==> config.mk <==
export PLATFORM = sky130hd
export DESIGN_NAME = pc_gen
export DESIGN_NICKNAME = d
export VERILOG_FILES = /design/src/rtl/pc_gen.sv
export SDC_FILE = /design/constraint.sdc
export NUM_CORES = 1
export LEC_CHECK = 0
export CAP_MARGIN = 20
export CORE_MARGIN = 2
export CORE_UTILIZATION = 53
export CTS_BUF_LIST = sky130_fd_sc_hd__clkbuf_16
export CTS_CLUSTER_DIAMETER = 30
export DETAILED_ROUTE_END_ITERATION = 10
export MAX_ROUTING_LAYER = met4
export PLACE_DENSITY_LB_ADDON = 0.08
export SLEW_MARGIN = 20
export SYNTH_ARGS = -nofsm -noshare
export SYNTH_HDL_FRONTEND = slang
export SYNTH_SLANG_ARGS = --single-unit
==> constraint.sdc <==
create_clock -name clk -period 7.1 [get_ports clk]
set_clock_uncertainty 0.1 [all_clocks]
set_input_delay 1.065 -clock clk [delete_from_list [all_inputs] [get_ports clk]]
set_output_delay 1.065 -clock clk [all_outputs]
set_load 0.03 [all_outputs]
==> src/rtl/pc_gen.sv <==
// Fetch-stage program-counter generator: next-PC selection, circular return-address
// stack and interrupt entry/exit bookkeeping.
module pc_gen #(
  parameter int unsigned     PC_W       = 24,
  parameter logic [PC_W-1:0] START_PC   = PC_W'(389),
  parameter logic [PC_W-1:0] INCR       = PC_W'(1),
  parameter int unsigned     RAS_DEPTH  = 4,
  parameter logic [PC_W-1:0] IRQ_VECTOR = PC_W'(0)
) (
  input  logic            clk,
  input  logic            rst,
  input  logic            stall,
  input  logic            redirect_valid,
  input  logic [PC_W-1:0] redirect_target,
  input  logic            call_valid,
  input  logic [PC_W-1:0] call_target,
  input  logic            ret_valid,
  input  logic            irq,
  input  logic            iret_valid,
  output logic [PC_W-1:0] pc_out,
  output logic [PC_W-1:0] pc_add,
  output logic [PC_W-1:0] epc,
  output logic            in_isr,
  output logic            irq_ack,
  output logic            ras_empty,
  output logic            ras_full,
  output logic            ras_err
);

  localparam int unsigned PTR_W = $clog2(RAS_DEPTH);
  localparam int unsigned CNT_W = PTR_W + 1;

  logic [PC_W-1:0]  pc_q, pc_d;
  logic [PC_W-1:0]  epc_q, epc_d;
  logic             in_isr_q, in_isr_d;
  logic             ack_q, ack_d;
  logic             err_q, err_d;
  logic [CNT_W-1:0] cnt_q, cnt_d;
  logic [PTR_W-1:0] top_q, top_d;
  logic [PTR_W-1:0] top_m1;
  logic             push;
  logic [PC_W-1:0]  ras_q [RAS_DEPTH];

  // top_q is the next write slot; the newest entry sits one below it
  assign top_m1    = top_q - PTR_W'(1);
  assign pc_add    = pc_q + INCR;
  assign ras_empty = (cnt_q == '0);
  assign ras_full  = (cnt_q == CNT_W'(RAS_DEPTH));

  assign pc_out  = pc_q;
  assign epc     = epc_q;
  assign in_isr  = in_isr_q;
  assign irq_ack = ack_q;
  assign ras_err = err_q;

  // Next-PC priority: redirect > stall > irq > iret > ret > call > sequential
  always_comb begin
    pc_d     = pc_q;
    epc_d    = epc_q;
    in_isr_d = in_isr_q;
    ack_d    = 1'b0;
    err_d    = err_q;
    cnt_d    = cnt_q;
    top_d    = top_q;
    push     = 1'b0;
    if (redirect_valid) begin
      pc_d = redirect_target;
    end else if (!stall) begin
      if (irq && !in_isr_q) begin
        epc_d    = pc_q;
        pc_d     = IRQ_VECTOR;
        in_isr_d = 1'b1;
        ack_d    = 1'b1;
      end else if (iret_valid) begin
        pc_d     = epc_q;
        in_isr_d = 1'b0;
        if (!in_isr_q) err_d = 1'b1;
      end else if (ret_valid) begin
        if (call_valid) err_d = 1'b1;
        if (ras_empty) begin
          pc_d  = pc_add;
          err_d = 1'b1;
        end else begin
          pc_d  = ras_q[top_m1];
          top_d = top_m1;
          cnt_d = cnt_q - CNT_W'(1);
        end
      end else if (call_valid) begin
        push  = 1'b1;
        pc_d  = call_target;
        top_d = top_q + PTR_W'(1);
        // A full stack overwrites its oldest entry, which is the slot at top_q
        if (ras_full) err_d = 1'b1;
        else          cnt_d = cnt_q + CNT_W'(1);
      end else begin
        pc_d = pc_add;
      end
    end
  end

  // State registers with asynchronous active-high reset
  always_ff @(posedge clk or posedge rst) begin
    if (rst) begin
      pc_q     <= START_PC;
      epc_q    <= '0;
      in_isr_q <= 1'b0;
      ack_q    <= 1'b0;
      err_q    <= 1'b0;
      cnt_q    <= '0;
      top_q    <= '0;
      for (int i = 0; i < int'(RAS_DEPTH); i++) ras_q[i] <= '0;
    end else begin
      pc_q     <= pc_d;
      epc_q    <= epc_d;
      in_isr_q <= in_isr_d;
      ack_q    <= ack_d;
      err_q    <= err_d;
      cnt_q    <= cnt_d;
      top_q    <= top_d;
      if (push) ras_q[top_q] <= pc_add;
    end
  end

endmodule
== After elaboration in Yosys (flattened, before gate mapping) ==
Cells that the tools add are included.

* Bits in writable memories: 0
* Word-level logic and storage cells: 82
* Register bits: 152
* Memories kept: 0
* Output and inout bits: 77
* ROM bits: 0
* Bits of input ports: 56
* Bits in latches: 0

* Bitwise operators: 6
* $mul: 0
* Equality and inequality tests: 5
* Reductions and logical operators: 14
* Add/sub/neg operators: 5
* Multiplexer cells: 38
* Order comparisons: 3
* Div/mod/pow operators: 0
* Shift operators: 0

{| class="wikitable"
|+ Operator list
! operator !! count
|-
| two-way mux 24 bit || 10
|-
| bitwise mux 96 bit || 1
|-
| binary-select mux 24 bit (select 2 bit) || 1
|-
| demux 24 bit (select 2 bit) || 1
|-
| adder 24 x 1 -> 24 bit, second input constant || 1
|-
| two-way mux 1 bit || 18
|-
| AND reduction 7 bit || 2
|-
| two-way mux 3 bit || 4
|-
| nonzero test 3 bit || 3
|-
| >= comparator 3 bit, second input constant || 2
|-
| two-way mux 2 bit || 3
|-
| inequality test 2 bit, second input constant || 3
|-
| inverter 2 -> 3 bit || 2
|-
| AND reduction 3 bit || 2
|-
| AND reduction 6 bit || 1
|-
| inverter 1 bit || 4
|-
| nonzero test 2 bit || 2
|-
| adder 3 x 1 -> 3 bit, second input constant || 1
|-
| equality test 3 bit, second input constant || 1
|-
| logical NOT 3 bit || 1
|-
| less-than comparator 3 x 1 -> 1 bit, second input constant || 1
|-
| subtractor 3 x 1 -> 3 bit, second input constant || 1
|-
| adder 2 x 1 -> 2 bit, second input constant || 1
|-
| logical AND 1 bit || 2
|-
| 3 further kinds || 3
|}

== Depth between registers and ports, before layout ==
* Word-level depth: 11
* Mapped depth: 10
* Gate-level depth less buffers: 7

== Least setup slack after synthesis ==
No wires, ideal clock.

* Path type: register to output
* Start point: reg pc_q[0], in the netlist pc_out[0]
* End point: out pc_add[18]
* Stages on the path, launching flop included: 8
* Path slack: 3.735 ns
* Arrival time: 2.200 ns
* Path through: dfstp_2 ha_1 nand4_2 or3_1 clkbuf_1 nor3_2 xnor2_1 inv_1

* Word-level cells in the longest chain between the ends: 1

{| class="wikitable"
|+ Ends and longest elaborated chain
! element !! RTL line !! source
|-
| start: declaration || 33 || <nowiki>logic [PC_W-1:0] pc_q, pc_d;</nowiki>
|-
| start signal: assignment || 113 || <nowiki>pc_q <= pc_d;</nowiki>
|-
| adder 24 x 1 -> 24 bit || 46 || <nowiki>assign pc_add = pc_q + INCR;</nowiki>
|-
| end: declaration || 21 || <nowiki>output logic [PC_W-1:0] pc_add,</nowiki>
|}

No other way between the ends.

== Worst setup path after layout ==
Same ends and word-level chain as after synthesis.

==> run metrics <==
WP data required=5930 ps; flops & latches, synth=152; max_slew headroom=0.336; Residual DRC=0; fmax=218 MHz; Clock Latency Late Sink=430 ps; # H-tree levels=4; Synthesis Warnings=0; full die area=15400 µm²; share of layout cells above drive strength 1=0.122; IO Port Bufs=132; 1st-iter DRT viols=643; CTS Hold Buffers Added=0; root buf cell=clkbuf_16; CTS tree=done; Max Slew Vio Count=0; cell count after synthesis=767; syn nets=829; Core Area=14000 µm²; reg2reg setup slack=4180 ps; Std-Cell Rows=43; Mapped Area=7650 µm²; crit-path cells=ha_1 -> nand4_2 -> or3_1 -> nor3_2 -> xnor2_1 -> inv_1 -> clkdlybuf4s50_1; library cells used by synthesis=51; final period utilization=0.646; multi-input logic area=3480 µm²; ys flop type=dfrtp_1; synth top area cells=dfrtp_1 48%, mux4_2 7.1%, a21oi_1 5.5%; Vias=6516; vias per cell=6.14; post-place setup slack=2720 ps; CP arrival=3420 ps; die height=124 µm; Final nets=932; HP Class=reg2reg; register area=3810 µm²; Worst VDD drop=0.186 mV; setup tns final=0 ps; Tightest Pin Transition=993 ps; Slowest-stage cell, CP=dfstp_2; Max-Cap Viols=0; Final Setup Violations=0; DR WL/cell=20.5 µm; # clock sinks=152; WL final=21.8 mm; drt pass-1 iters=5; Crit Path Max Fanout=13; post-CTS resize count=0; initial core utilization=0.547; initial antenna violation count=0; Syn-to-layout area delta=25.2%; status=finished, final reports clean; clk buf depth=2; total CTS buffers=17; commonest cells in the netlist=148 x dfrtp_1, 100 x nor2_1, 84 x a21oi_1, 70 x nand2_1, 57 x o21ai_0; die width=124 µm; Mean Syn Cell Area=9.98 µm²; Post-Place Cells=1031; IO Count=133; dpl hpwl=15.3 mm; PwrDens=381 nW/µm²; number of flops mapped to enable cells by yosys=0; # Post-CTS Setup Buffers=0; CP peak stage delay=680 ps; critical path class=reg2out; Final WS setup=2510 ps; fin util=0.685; Non-Filler Instances=1062; Final Power=3.65 mW; gr ovfl total=0; fillers=1079; Placer Congestion=0.960; Critical Path End Type=primary output; Overall Global Routing Usage=0.303; Clk pin slew, worst setup/hold paths=60 ps; global-route wire length before repair=33.4 mm; RSZ-0062 raised after global routing=false; LEAKAGE=4.05 nW; final count of hold timing violations=0; vias in the first global route=6172; Synth top area share=0.484; leading area contributor after synthesis=dfrtp_1; ys async rst share=1.00; Seq/Total Area, Yosys=0.498; CP startpoint kind=flip-flop; most frequent cell after synthesis=dfrtp_1; largest net degree at the start of global routing=87; Antenna Nets Post-Route=0; # diodes=0; min Tclk post-route=4590 ps
[metal layers]
metal  track usage  share of wire
met1         0.413           0.43
met2         0.449           0.47
met3        0.0609          0.079
met4         0.120          0.028
met5             -              0
[path summary, 6_finish.rpt]
| kind | cells past startpoint | end | from |
|---|---|---|---|
| max | 7 | pc_add[18] | pc_out[0]$_DFFE_PP1P_ |
| min | 1 | ras_err$_DFFE_PP0P_ | ras_err$_DFFE_PP0P_ |
| max reg2reg | 8 | pc_out[14]$_DFFE_PP0P_ | top_q[0]$_DFFE_PP0P_ |
| min reg2reg | 1 | ras_err$_DFFE_PP0P_ | ras_err$_DFFE_PP0P_ |
| max in group asynchronous | 3 | pc_out[22]$_DFFE_PP0P_ | rst |
| min in group asynchronous | 2 | ras_q[90]$_DFFE_PP0P_ | rst |
[registers in the layout (all words and copies together) (netlist names)]
register and cells:
irq_ack 1, cnt_q 3, in_isr 1, pc_out 24, top_q 2, ras_q 96
ras_err 1, epc 24
[layout by cell type, fill, tap and decap left out, types with 3 or more instances in the layout]
cell / instances
a211o_1: 5
a21oi_1: 84
a221oi_1: 16
and2_1: 4
and3_1: 7
buf_4: 12
clkbuf_16: 17
clkdlybuf4s50_1: 132
clkinv_1: 3
clkinv_2: 3
clkinvlp_4: 3
dfrtp_1: 148
dfstp_2: 4
ha_1: 5
inv_1: 31
inv_6: 4
mux2_2: 28
mux4_2: 24
nand2_1: 70
nand3_1: 12
nand4_1: 6
nor2_1: 100
nor2_4: 3
nor2b_1: 3
nor3_1: 9
nor3b_1: 7
nor4_1: 7
o21ai_0: 57
o21ai_1: 6
o221ai_1: 15
o22ai_1: 5
xnor2_1: 14
xor2_1: 9
[critical path, delay by kind of cell, from the launching register on]
| family | cells | cell delay (ps) |
|---|---|---|
| xor+xnor | 1 | 330 |
| fa+ha+maj | 1 | 310 |
| buf+inv | 2 | 700 |
| flops | 1 | 680 |
| simple gates | 3 | 960 |
[power breakdown]
| part | total [mW] | switching [mW] | internal (mW) |
|---|---|---|---|
| Clock | 0.830 | 0.355 | 0.475 |
| Combinational | 1.40 | 0.764 | 0.641 |
| Sequential | 1.41 | 0.239 | 1.17 |
[cell type report]
| type | instances | share of cell area |
|---|---|---|
| timing repair buffer | 144 | 0.147 |
| tap | 180 | 0.0235 |
| clock buffer | 17 | 0.0444 |
| clock inverter | 14 | 0.0114 |
| inverter | 31 | 0.0127 |
| multi-input combinational | 524 | 0.363 |
| sequential | 152 | 0.398 |
[kinds of logic after synthesis]
kind of cell	count (synthesis)	share of synthesized area
muxes	52	0.112
adders and majority gates	6	0.0108
buffers and inverters	91	0.0494
DFF	152	0.498
and+or+nand+nor	242	0.149
xor gates and xnor gates	23	0.0263
AOI/OAI and AO/OA	201	0.155
[per-stage QoR]
step	area, µm²	hold slack (ps)
after global routing	9580	396
final	9580	373
after detailed placement	9040	366
after floorplan	7650	345
after CTS	9580	379
after global placement	9040	355
Note: power is estimated with default switching activity, not from simulation.
